<file path="config.mk">
export PLATFORM = sky130hd
export DESIGN_NAME = seg7_scan_driver
export DESIGN_NICKNAME = d
export VERILOG_FILES = /design/src/rtl/seg7_pkg.sv /design/src/rtl/seg7_decode.sv /design/src/rtl/seg7_scan_driver.sv
export SDC_FILE = /design/constraint.sdc
export NUM_CORES = 1
export LEC_CHECK = 0
export CAP_MARGIN = 20
export CELL_PAD_IN_SITES_DETAIL_PLACEMENT = 1
export CELL_PAD_IN_SITES_GLOBAL_PLACEMENT = 2
export CORE_MARGIN = 2
export CORE_UTILIZATION = 41
export CTS_BUF_LIST = sky130_fd_sc_hd__clkbuf_2
export DETAILED_ROUTE_END_ITERATION = 12
export PLACE_DENSITY = 0.92
export SLEW_MARGIN = 10
export SYNTH_ARGS = -nofsm -noshare
export SYNTH_HDL_FRONTEND = slang
export SYNTH_SLANG_ARGS = --single-unit
</file>
<file path="constraint.sdc">
create_clock -name i_clk -period 4.4 [get_ports i_clk]
set_input_delay 0.88 -clock i_clk [delete_from_list [all_inputs] [get_ports i_clk]]
set_output_delay 0.88 -clock i_clk [all_outputs]
set_load 0.1 [all_outputs]
</file>
<file path="src/rtl/seg7_pkg.sv">
// Shared segment patterns, handshake state type and width helper for the scan driver.
package seg7_pkg;

    // Segment patterns, bit0 = a ... bit6 = g, logical (active-high) polarity
    localparam logic [6:0] SEG_0     = 7'b0111111;
    localparam logic [6:0] SEG_1     = 7'b0000110;
    localparam logic [6:0] SEG_2     = 7'b1011011;
    localparam logic [6:0] SEG_3     = 7'b1001111;
    localparam logic [6:0] SEG_4     = 7'b1100110;
    localparam logic [6:0] SEG_5     = 7'b1101101;
    localparam logic [6:0] SEG_6     = 7'b1111101;
    localparam logic [6:0] SEG_7     = 7'b0000111;
    localparam logic [6:0] SEG_8     = 7'b1111111;
    localparam logic [6:0] SEG_9     = 7'b1101111;
    localparam logic [6:0] SEG_A     = 7'b1110111;
    localparam logic [6:0] SEG_B     = 7'b1111100;
    localparam logic [6:0] SEG_C     = 7'b0111001;
    localparam logic [6:0] SEG_D     = 7'b1011110;
    localparam logic [6:0] SEG_E     = 7'b1111001;
    localparam logic [6:0] SEG_F     = 7'b1110001;
    localparam logic [6:0] SEG_BLANK = 7'b0000000;

    // Input handshake: idle (ready) or holding a pending word until the frame boundary
    typedef enum logic {
        ST_PEND = 1'b0,
        ST_IDLE = 1'b1
    } hs_state_t;

    // Ceiling log2, never below 1 so a register of that width always exists
    function automatic int unsigned clog2(input int unsigned value);
        int unsigned width;
        width = 0;
        while ((64'd1 << width) < 64'(value)) width++;
        return (width == 0) ? 1 : width;
    endfunction

endpackage

</file>
<file path="src/rtl/seg7_decode.sv">
// Combinational 4-bit code to 7-segment decoder with hex enable and forced blank.
module seg7_decode
    import seg7_pkg::*;
(
    input  logic [3:0] code,
    input  logic       hex_en,
    input  logic       blank,
    output logic [6:0] seg
);

    // Codes 10..15 only light up in hex mode; blank overrides everything
    always_comb begin
        seg = SEG_BLANK;
        if (!blank) begin
            case (code)
                4'h0: seg = SEG_0;
                4'h1: seg = SEG_1;
                4'h2: seg = SEG_2;
                4'h3: seg = SEG_3;
                4'h4: seg = SEG_4;
                4'h5: seg = SEG_5;
                4'h6: seg = SEG_6;
                4'h7: seg = SEG_7;
                4'h8: seg = SEG_8;
                4'h9: seg = SEG_9;
                4'hA: seg = hex_en ? SEG_A : SEG_BLANK;
                4'hB: seg = hex_en ? SEG_B : SEG_BLANK;
                4'hC: seg = hex_en ? SEG_C : SEG_BLANK;
                4'hD: seg = hex_en ? SEG_D : SEG_BLANK;
                4'hE: seg = hex_en ? SEG_E : SEG_BLANK;
                4'hF: seg = hex_en ? SEG_F : SEG_BLANK;
            endcase
        end
    end

endmodule

</file>
<file path="src/rtl/seg7_scan_driver.sv">
// Time-multiplexed N-digit 7-segment driver; new words take effect only at frame boundaries.
module seg7_scan_driver
    import seg7_pkg::*;
#(
    parameter int unsigned N_DIGITS       = 4,
    parameter int unsigned SCAN_DIV       = 1000,
    parameter int unsigned ACTIVE_LOW_SEG = 0,
    parameter int unsigned LZ_BLANK       = 1
) (
    input  logic                  i_clk,
    input  logic                  i_rstn,
    input  logic                  i_valid,
    output logic                  o_ready,
    input  logic [4*N_DIGITS-1:0] i_value,
    input  logic [N_DIGITS-1:0]   i_dp,
    input  logic                  i_hex_en,
    output logic [6:0]            o_seg,
    output logic                  o_dp,
    output logic [N_DIGITS-1:0]   o_an,
    output logic                  o_frame
);

    localparam int unsigned VAL_W = 4 * N_DIGITS;
    localparam int unsigned IDX_W = clog2(N_DIGITS);
    localparam int unsigned CNT_W = clog2(SCAN_DIV);
    localparam logic             INV      = (ACTIVE_LOW_SEG != 0);
    localparam logic             LZ_EN    = (LZ_BLANK != 0);
    localparam logic [CNT_W-1:0] CNT_LAST = CNT_W'(SCAN_DIV - 1);
    localparam logic [CNT_W-1:0] CNT_PRE  = CNT_W'(SCAN_DIV - 2);
    localparam logic [IDX_W-1:0] IDX_LAST = IDX_W'(N_DIGITS - 1);

    hs_state_t             state_q, state_d;
    logic [CNT_W-1:0]      cnt_q;
    logic [IDX_W-1:0]      idx_q;
    logic                  frame_q;
    logic [VAL_W-1:0]      pend_value, disp_value;
    logic [N_DIGITS-1:0]   pend_dp, disp_dp;
    logic                  pend_hex, disp_hex;
    logic [6:0]            seg_q;
    logic                  dp_q;
    logic [N_DIGITS-1:0]   an_q;

    logic                  wrap, wrap_last;
    logic                  load_pend, load_disp_in, load_disp_pend;
    logic [3:0]            digit;
    logic                  digit_dp, blank, all_zero;
    logic [N_DIGITS-1:0]   lz;
    logic [6:0]            dec_seg;

    assign wrap      = (cnt_q == CNT_LAST);
    assign wrap_last = wrap && (idx_q == IDX_LAST);

    // Prescaler, digit index and a frame pulse registered to coincide with the last wrap
    always_ff @(posedge i_clk or negedge i_rstn) begin
        if (!i_rstn) begin
            cnt_q   <= '0;
            idx_q   <= '0;
            frame_q <= 1'b0;
        end else begin
            if (wrap) begin
                cnt_q <= '0;
                idx_q <= (idx_q == IDX_LAST) ? '0 : idx_q + IDX_W'(1);
            end else begin
                cnt_q <= cnt_q + CNT_W'(1);
            end
            frame_q <= (cnt_q == CNT_PRE) && (idx_q == IDX_LAST);
        end
    end

    // Handshake state register
    always_ff @(posedge i_clk or negedge i_rstn) begin
        if (!i_rstn) state_q <= ST_IDLE;
        else         state_q <= state_d;
    end

    // Handshake next state: accept into pending, or straight to display on a boundary
    always_comb begin
        state_d        = state_q;
        load_pend      = 1'b0;
        load_disp_in   = 1'b0;
        load_disp_pend = 1'b0;
        case (state_q)
            ST_IDLE: begin
                if (i_valid) begin
                    if (wrap_last) begin
                        load_disp_in = 1'b1;
                    end else begin
                        load_pend = 1'b1;
                        state_d   = ST_PEND;
                    end
                end
            end
            ST_PEND: begin
                if (wrap_last) begin
                    load_disp_pend = 1'b1;
                    state_d        = ST_IDLE;
                end
            end
            default: state_d = ST_IDLE;
        endcase
    end

    // Pending and display word registers
    always_ff @(posedge i_clk or negedge i_rstn) begin
        if (!i_rstn) begin
            pend_value <= '0;
            pend_dp    <= '0;
            pend_hex   <= 1'b0;
            disp_value <= '0;
            disp_dp    <= '0;
            disp_hex   <= 1'b0;
        end else begin
            if (load_pend) begin
                pend_value <= i_value;
                pend_dp    <= i_dp;
                pend_hex   <= i_hex_en;
            end
            if (load_disp_in) begin
                disp_value <= i_value;
                disp_dp    <= i_dp;
                disp_hex   <= i_hex_en;
            end else if (load_disp_pend) begin
                disp_value <= pend_value;
                disp_dp    <= pend_dp;
                disp_hex   <= pend_hex;
            end
        end
    end

    // Leading-zero mask from the top digit down, then mux out the active digit
    always_comb begin
        digit    = 4'h0;
        digit_dp = 1'b0;
        blank    = 1'b0;
        all_zero = 1'b1;
        lz       = '0;
        for (int k = N_DIGITS - 1; k >= 0; k--) begin
            all_zero = all_zero && (disp_value[4*k +: 4] == 4'h0);
            lz[k]    = all_zero;
        end
        lz[0] = 1'b0;
        for (int k = 0; k < N_DIGITS; k++) begin
            if (idx_q == IDX_W'(k)) begin
                digit    = disp_value[4*k +: 4];
                digit_dp = disp_dp[k];
                blank    = LZ_EN && lz[k];
            end
        end
    end

    seg7_decode u_decode (
        .code   (digit),
        .hex_en (disp_hex),
        .blank  (blank),
        .seg    (dec_seg)
    );

    // Output register, polarity applied here so reset values are inverted too
    always_ff @(posedge i_clk or negedge i_rstn) begin
        if (!i_rstn) begin
            seg_q <= {7{INV}};
            dp_q  <= INV;
            an_q  <= {N_DIGITS{INV}};
        end else begin
            seg_q <= dec_seg ^ {7{INV}};
            dp_q  <= digit_dp ^ INV;
            an_q  <= (N_DIGITS'(1) << idx_q) ^ {N_DIGITS{INV}};
        end
    end

    assign o_ready = (state_q == ST_IDLE);
    assign o_seg   = seg_q;
    assign o_dp    = dp_q;
    assign o_an    = an_q;
    assign o_frame = frame_q;

endmodule

</file>
# Word-level counts from Yosys, hierarchy flattened
# Index checks and enable logic that the tools add are counted.
[classes]
eq_ne = 20
n_reduce_logical = 10
add_sub_neg = 2
n_shift = 1
n_mux = 36
n_bitwise = 1
[op_table]
columns = ["op", "count"]
rows = [
  ["$pmux 7 s16", 1],
  ["$mux 7", 6],
  ["$eq 4x4->1 const B", 8],
  ["$mux 16", 2],
  ["$mux 4", 6],
  ["$eq 10x10->1 const B", 2],
  ["$mux 1", 17],
  ["$eq 4x3->1 const B", 4],
  ["$logic_not 4->1", 4],
  ["$add 10x1->10 const B", 1],
  ["$mux 10", 1],
  ["$eq 4x2->1 const B", 2],
  ["$mux 6", 1],
  ["$eq 2x2->1 const B", 2],
  ["$eq 4x1->1 const B", 1],
  ["$logic_and 1x1->1", 4],
  ["$shl 1x2->4 const A", 1],
  ["$add 2x1->2 const B", 1],
  ["$eq 2x1->1 const B", 1],
  ["$logic_not 2->1", 1],
  ["$mux 2", 1],
  ["$pmux 1 s2", 1],
  ["$reduce_bool 2->1", 1],
  ["$not 1->1", 1],
]
[word_totals]
ff_bits = 68
wordCells = 83

# Depth between registers and ports, before layout
# Gate-level depths: netlist of the first run.
[depth]
ltp_word = 8
ltp_mapped = 9
ltp_nobuf = 7

# Cells and area by module
# A second synthesis of the first run with hierarchy kept.
[unflattened]
cells_unflattened = 272
hier_area_um2 = 3469.6
[by_module_without_submodules]
columns = ["mod", "cells_per_inst", "area_per_inst_um2", "seq_area_each_um2", "instances"]
rows = [
  ["seg7_scan_driver", 229, 3149.3, 1702.9, 1],
  ["seg7_decode", 43, 320.3, 0.0, 1],
]

# Least setup slack after synthesis of the first run
# No wires, ideal clock.
[synth_timing]
kind = "reg2reg"
start = "register idx_q[0]"
end = "register seg_q[0] (netlist: o_seg[0])"
arrival_ps = 1836
slack_ps = 2438
stages_incl_launch_ff = 9
period_less_slack_ps = 1962
cell_sequence = "dfrtp_1 -> inv_1 -> ha_1 -> nor2_2 -> o211a_1 -> or2_1 -> buf_4 -> o22ai_1 -> a221o_1"
[synth_via]
elab_chain_len = 8
elab_cells_between_ends = 29
[synth_lines]
columns = ["item", "line_no", "text"]
rows = [
  ["start: declaration", "seg7_scan_driver.sv:34", "logic [IDX_W-1:0] idx_q;"],
  ["start signal: assignment", "seg7_scan_driver.sv:62", "idx_q <= (idx_q == IDX_LAST) ? '0 : idx_q + IDX_W'(1);"],
  ["$logic_not 2->1", "seg7_scan_driver.sv:143", "if (idx_q == IDX_W'(k)) begin"],
  ["$mux 4 (4 in series)", "seg7_scan_driver.sv:143", ""],
  ["$eq 4x4->1, or another cell as far along", "seg7_decode.sv:15", "case (code)"],
  ["$pmux 7 s16", "seg7_decode.sv:15", ""],
  ["$mux 7 *", "seg7_decode.sv:14", "if (!blank) begin"],
  ["named net dec_seg[0]", "seg7_scan_driver.sv:48", "logic [6:0] dec_seg;"],
  ["end signal: assignment", "seg7_scan_driver.sv:161", "seg_q <= {7{INV}};"],
  ["end signal: assignment", "seg7_scan_driver.sv:165", "seg_q <= dec_seg ^ {7{INV}};"],
  ["end: declaration", "seg7_scan_driver.sv:39", "logic [6:0] seg_q;"],
]
# Mark *: on every way through the listed nets, which the timed path passes. The rest lies on a longest branch.
# A chain may end at the register's enable or synchronous reset.

# Worst setup path in the final report of the first run
[layout_timing]
start = "register state_q (netlist: o_ready)"
end = "output port o_ready"
[layout_lines]
columns = ["item", "line_no", "text"]
rows = [
  ["start: declaration", "seg7_scan_driver.sv:32", "hs_state_t state_q, state_d;"],
  ["start signal: assignment", "seg7_scan_driver.sv:73", "else state_q <= state_d;"],
  ["end: declaration", "seg7_scan_driver.sv:13", "output logic o_ready,"],
]
# No word-level cell between the ends.

==> results.toml, run 1 <==
[clock_network]
path_clk_slew_ps = 190
cts_tree = "built"
cts_max_level = 3
cts.sinks = 68
post_cts_buffers = 0
insertion_delay_ps = 510
root_buffer = "clkbuf_2"
cts-hold-fix-buffers = 0
cts_resized = 0
clock_path_buffers = 2
cts_buffers = 9

[synthesis]
netlist_instances = 300
synth_edf_count = 0
async_flop_share_pct = 100
ys_types = 52
synth_top_area_cell = "dfrtp_1"
synth_top_area_share_pct = 52.1
syn-cell-area_um2 = 3220
seq_area_frac_synth_pct = 52.9
yosysWarnings = 0
synth_nets = 330
avgSynthCellArea_um2 = 10.7
synth_ff_type = "dfrtp_1"
yosys_register_bits = 68
yosys-top-cells-area = "dfrtp_1, mux2_2, o22ai_1"

[floorplan]
die_y_um = 92.6
fp.dieW_um = 92.6
num_io_pins = 38
core-area_um2 = 7690
row_count = 32
initial_core_util_pct = 41.9
die-area_um2 = 8580

[timing]
fmax_mhz = 320
min_period_over_period_pct = 71.1
relSlewSlack_pct = 35.5
setup_tns_ps = 0
fin_ws_ps = 1270
holdWs_ps = 492
slew_violations = 0
finClkSkew_ps = 24.9
min_period_ps = 3130
hold_viol_final = 0
rsz0062_at_grt = "no"
setup-violations-final = 0
tightest_slew_ps = 965

[route]
wl_per_cell_um = 16.3
drc_errors = 0
drt-total-wl_mm = 7.24
vias_per_cell = 5.41
drtPass1Iterations = 4
via_count = 2402
drtIter0Drc = 51
ant_nets = 0

[status]
outcome = "complete, no violations"

[setup_path]
r2r-start = "cnt_q[0]"
cp-end-kind = "output pin"
crit_slowest_cell = "clkdlybuf4s50_1"
critical_path_buf_inv_count = 1
worstPathMaxFanout = 5
crit_end = "o_ready"
startpoint = "o_ready"
path_cells = "clkdlybuf4s50_1"
required_ps = 3520
crit_type = "reg -> out"
crit_family = "buffers and inverters"
start_kind = "flip-flop"
r2r_slack_ps = 1740
cpPeakStageDelay_ps = 1140
crit_arrival_ps = 2250
worst-r2r-cell-count = 7
cp.depth = 1
r2r-end = "pend_value[0]"

[pwr]
ir_worst_vdd_v = 0.000168
p_per_area_nw_per_um2 = 302
leakagePower_nw = 1.62

[global_routing]
grt_max_degree = 43
grt_pass1_vias = 2646
grt_pass1_wl_mm = 12.6
grt_overflow_total = 0
antenna_found_initial = 0
track_usage_pct = 18.8

[cells_and_area]
fill_cells = 869
layout_commonest_cell = "dfrtp_1"
layout-drive-gt1-share_pct = 15.2
diodes = 0
design_area_um2 = 3790
final_cell_mix = "dfrtp_1, nand2_1, clkdlybuf4s50_1"
area_growth_pct = 17.8
nNetsFinal = 367

[placement]
dp_hpwl_mm = 5.20
port_buffers = 37
place_area_um2 = 3650
dp_slack_ps = 1490
place.gp.congestion = 0.776

[worst_hold_path]
hold_class = "in -> async"

[flow_run]
maxCapViolCount = 0
==> metal layers <==
metal	wire length (um)	global-route usage [%]	vias up
met5	0	0	-
met4	178	8.33	0
met3	198	3.25	16
li1	-	-	1167
met2	3450	31.1	40
met1	3420	24.3	1179
==> report_power, final <==
part	switching [W]	total, W	internal (W)	leakage (nW)
Clock	0.000223	0.000414	0.000191	0.0812
Combinational	0.0000299	0.0000704	0.0000405	0.674
Sequential	0.0000119	0.000660	0.000648	0.862
Total	0.000265	0.00114	0.000879	1.62
==> logic make-up (layout without fill, tap and decap cells) <==
group / Yosys count / after routing / synth area share (%)
AOI/OAI and AO/OA: 90 / 90 / 18.1
buffers and inverters: 21 / 63 / 3.38
muxes: 22 / 22 / 7.65
DFF: 68 / 68 / 52.9
adders and majority gates: 6 / 6 / 2.33
and+or+nand+nor: 87 / 87 / 14.0
xor gates and xnor gates: 6 / 6 / 1.63
==> worst min-delay path by stage <==
stage,endpoint,slack (ps)
CTS,pend_value[7],510
detailed placement,disp_value[1],470
floorplan,disp_value[3],450
global placement,disp_value[1],470
finish,pend_value[4],490
global route,pend_value[4],530
==> sequential cells by signal, indices dropped and copies added, names as in the netlist <==
register and cells:
o_an 4, disp_hex 1, o_dp 1, o_frame 1, o_seg 7, cnt_q 10
disp_value 16, disp_dp 4, pend_value 16, pend_dp 4, o_ready 1, pend_hex 1
idx_q 2
==> synthesized netlist by cell type, types with 2 or more instances <==
cell type and number:
a211oi_1 4, a21oi_1 9, and3_1 2, and3_2 2, buf_4 6, clkbuf_1 7, dfrtp_1 67, ha_1 6
inv_1 7, mux2_2 21, nand2_1 36, nand2b_1 3, nand3_1 13, nand3b_1 4, nor2_1 10, nor3_1 3
nor4_1 2, o211ai_1 3, o21a_1 2, o21ai_0 24, o21ai_1 11, o22ai_1 23, or3_1 2, xor2_1 5
==> final cells by class <==
| type | instances | area, um2 | area share [%] |
|---|---|---|---|
| flip-flops and latches | 68 | 1700 | 44.9 |
| multi-input cells | 211 | 1410 | 37.1 |
| repair buffers | 40 | 395 | 10.4 |
| well taps | 102 | 128 | 3.37 |
| clock inverters | 5 | 76.3 | 2.01 |
| clock buffers | 11 | 55.1 | 1.45 |
| inverters | 7 | 26.3 | 0.693 |
==> stage by stage <==
step / total power, W / util [%] / instances
after detailed placement: 0.000743 / 47.4 / 427
final: 0.00114 / 49.3 / 444
after global placement: 0.000738 / 47.4 / 427
after global routing: 0.00120 / 49.3 / 444
after floorplan: 0.000697 / - / 300
after CTS: 0.00116 / 49.1 / 443
Power figures use the tool's default switching activity.
==> run 2: changes to the inputs <==
Settings changed: CORE_UTILIZATION 41 to 38, PLACE_DENSITY 0.92 to 0.86.
Clock period 4.4 ns to 2.95 ns, I/O delays scaled along.
==> results.toml, run 2 (same netlist as run 1, synthesis figures left out) <==
[cells_and_area]
layout-drive-gt1-share_pct = 19.8
layout_commonest_cell = "dfrtp_1"
area_growth_pct = 17.9
largestRegisters = "disp_value x16, pend_value x16, cnt_q x10"
stdcell_count = 449
diodes = 0
final_cell_mix = "dfrtp_1, nand2_1, o21ai_0"
nNetsFinal = 369

[timing]
setup-violations-final = 0
relSlewSlack_pct = 41.9
setup_tns_ps = 0
finClkSkew_ps = 19.3
min_period_over_period_pct = 77.6
rsz0062_at_grt = "no"
fmax_mhz = 437
slew_violations = 0
tightest_slew_ps = 871
hold_viol_final = 0
min_period_ps = 2290
fin_ws_ps = 660

[route]
drt-total-wl_mm = 7.29
drtPass1Iterations = 4
vias_per_cell = 5.38
wl_per_cell_um = 16.2
ant_nets = 0
drtIter0Drc = 47
drc_errors = 0
via_count = 2415

[pwr]
leakagePower_nw = 1.64
ir_worst_vdd_v = 0.000235
p_comb_share_pct = 5.8
p_per_area_nw_per_um2 = 476
p_sw_w = 0.000419
sequentialPowerShare_pct = 54.4
internal_power_w = 0.00139
clock_power_share_pct = 39.9
swShare_pct = 23.2

[placement]
place_inst = 433
place.gp.congestion = 0.820
port_buffers = 37
dp_hpwl_mm = 5.05
dp_slack_ps = 662

[global_routing]
grt_overflow_total = 0
grt_pass1_vias = 2502
antenna_found_initial = 0
grt_max_degree = 69
track_usage_pct = 17.6
grt_pass1_wl_mm = 12.4

[clock_network]
cts_buffers = 9
insertion_delay_ps = 530
root_buffer = "clkbuf_2"
cts_resized = 0
post_cts_buffers = 0
cts-hold-fix-buffers = 0
cts.sinks = 68
cts_tree = "built"
cts_max_level = 3
clock_path_buffers = 2
path_clk_slew_ps = 200

[worst_hold_path]
hold_class = "in -> async"

[setup_path]
worst-r2r-cell-count = 6
required_ps = 3380
crit_type = "reg -> reg"
cp-end-kind = "flip-flop"
crit_arrival_ps = 2720
r2r_slack_ps = 660
worstPathMaxFanout = 17
start_kind = "flip-flop"

[floorplan]
initial_core_util_pct = 39.2
fp.dieW_um = 96.1
die_y_um = 96.1
row_count = 33
core-area_um2 = 8220
die-area_um2 = 9230
num_io_pins = 38

[status]
outcome = "complete, no violations"

[flow_run]
maxCapViolCount = 0
==> run 2: final timing paths <==
path / end / startpoint
max: o_seg[0] / idx_q[0]
min: disp_value[4] / i_rstn
max reg2reg: o_seg[0] / idx_q[0]
min reg2reg: disp_value[3] / disp_value[3]
max in group asynchronous: disp_value[10] / i_rstn
min in group i_clk: disp_value[3] / disp_value[3]
==> run 2: layout make-up <==
type | count | area (um2)
fill | 937 | 4420
sequential | 68 | 1700
multi-input combinational | 211 | 1410
timing repair buffer | 42 | 368
tap | 105 | 131
clock inverter | 7 | 114
clock buffer | 9 | 45.0
inverter | 7 | 26.3
==> run 2: metrics by stage <==
stage          total power [W]  area (um2)  utilization [%]  hold WS, ps
2_1_floorplan          0.00104        3220                -          294
3_3_place_gp           0.00110        3640             44.3          464
3_5_place_dp           0.00111        3640             44.3          481
4_1_cts                0.00183        3800             46.2          227
5_1_grt                0.00189        3800             46.2          233
6_report               0.00181        3800             46.2          209
==> run 2: power by group through the flow <==
| stage | clock, W | combinational, W | sequential (W) |
|---|---|---|---|
| floorplan | 0 | 0.0000443 | 0.000995 |
| global placement | 0 | 0.000104 | 0.000997 |
| detailed placement | 0 | 0.000107 | 0.00100 |
| CTS | 0.000739 | 0.000108 | 0.000983 |
| global route | 0.000780 | 0.000117 | 0.000988 |
| finish | 0.000721 | 0.000104 | 0.000983 |
==> run 2: critical path, cell delays in order (launching register included) <==
cell and delay (ps):
dfrtp_1 450, ha_1 410, nor2_2 320, o211a_1 270, or2_1 270, o22ai_1 130, a221o_1 350
==> run 2: per-layer routing <==
layer  wire (um)  track usage, %
met3         230            3.76
met4         142            7.98
met2        3430            27.7
met1        3490            23.4
met5           0               0
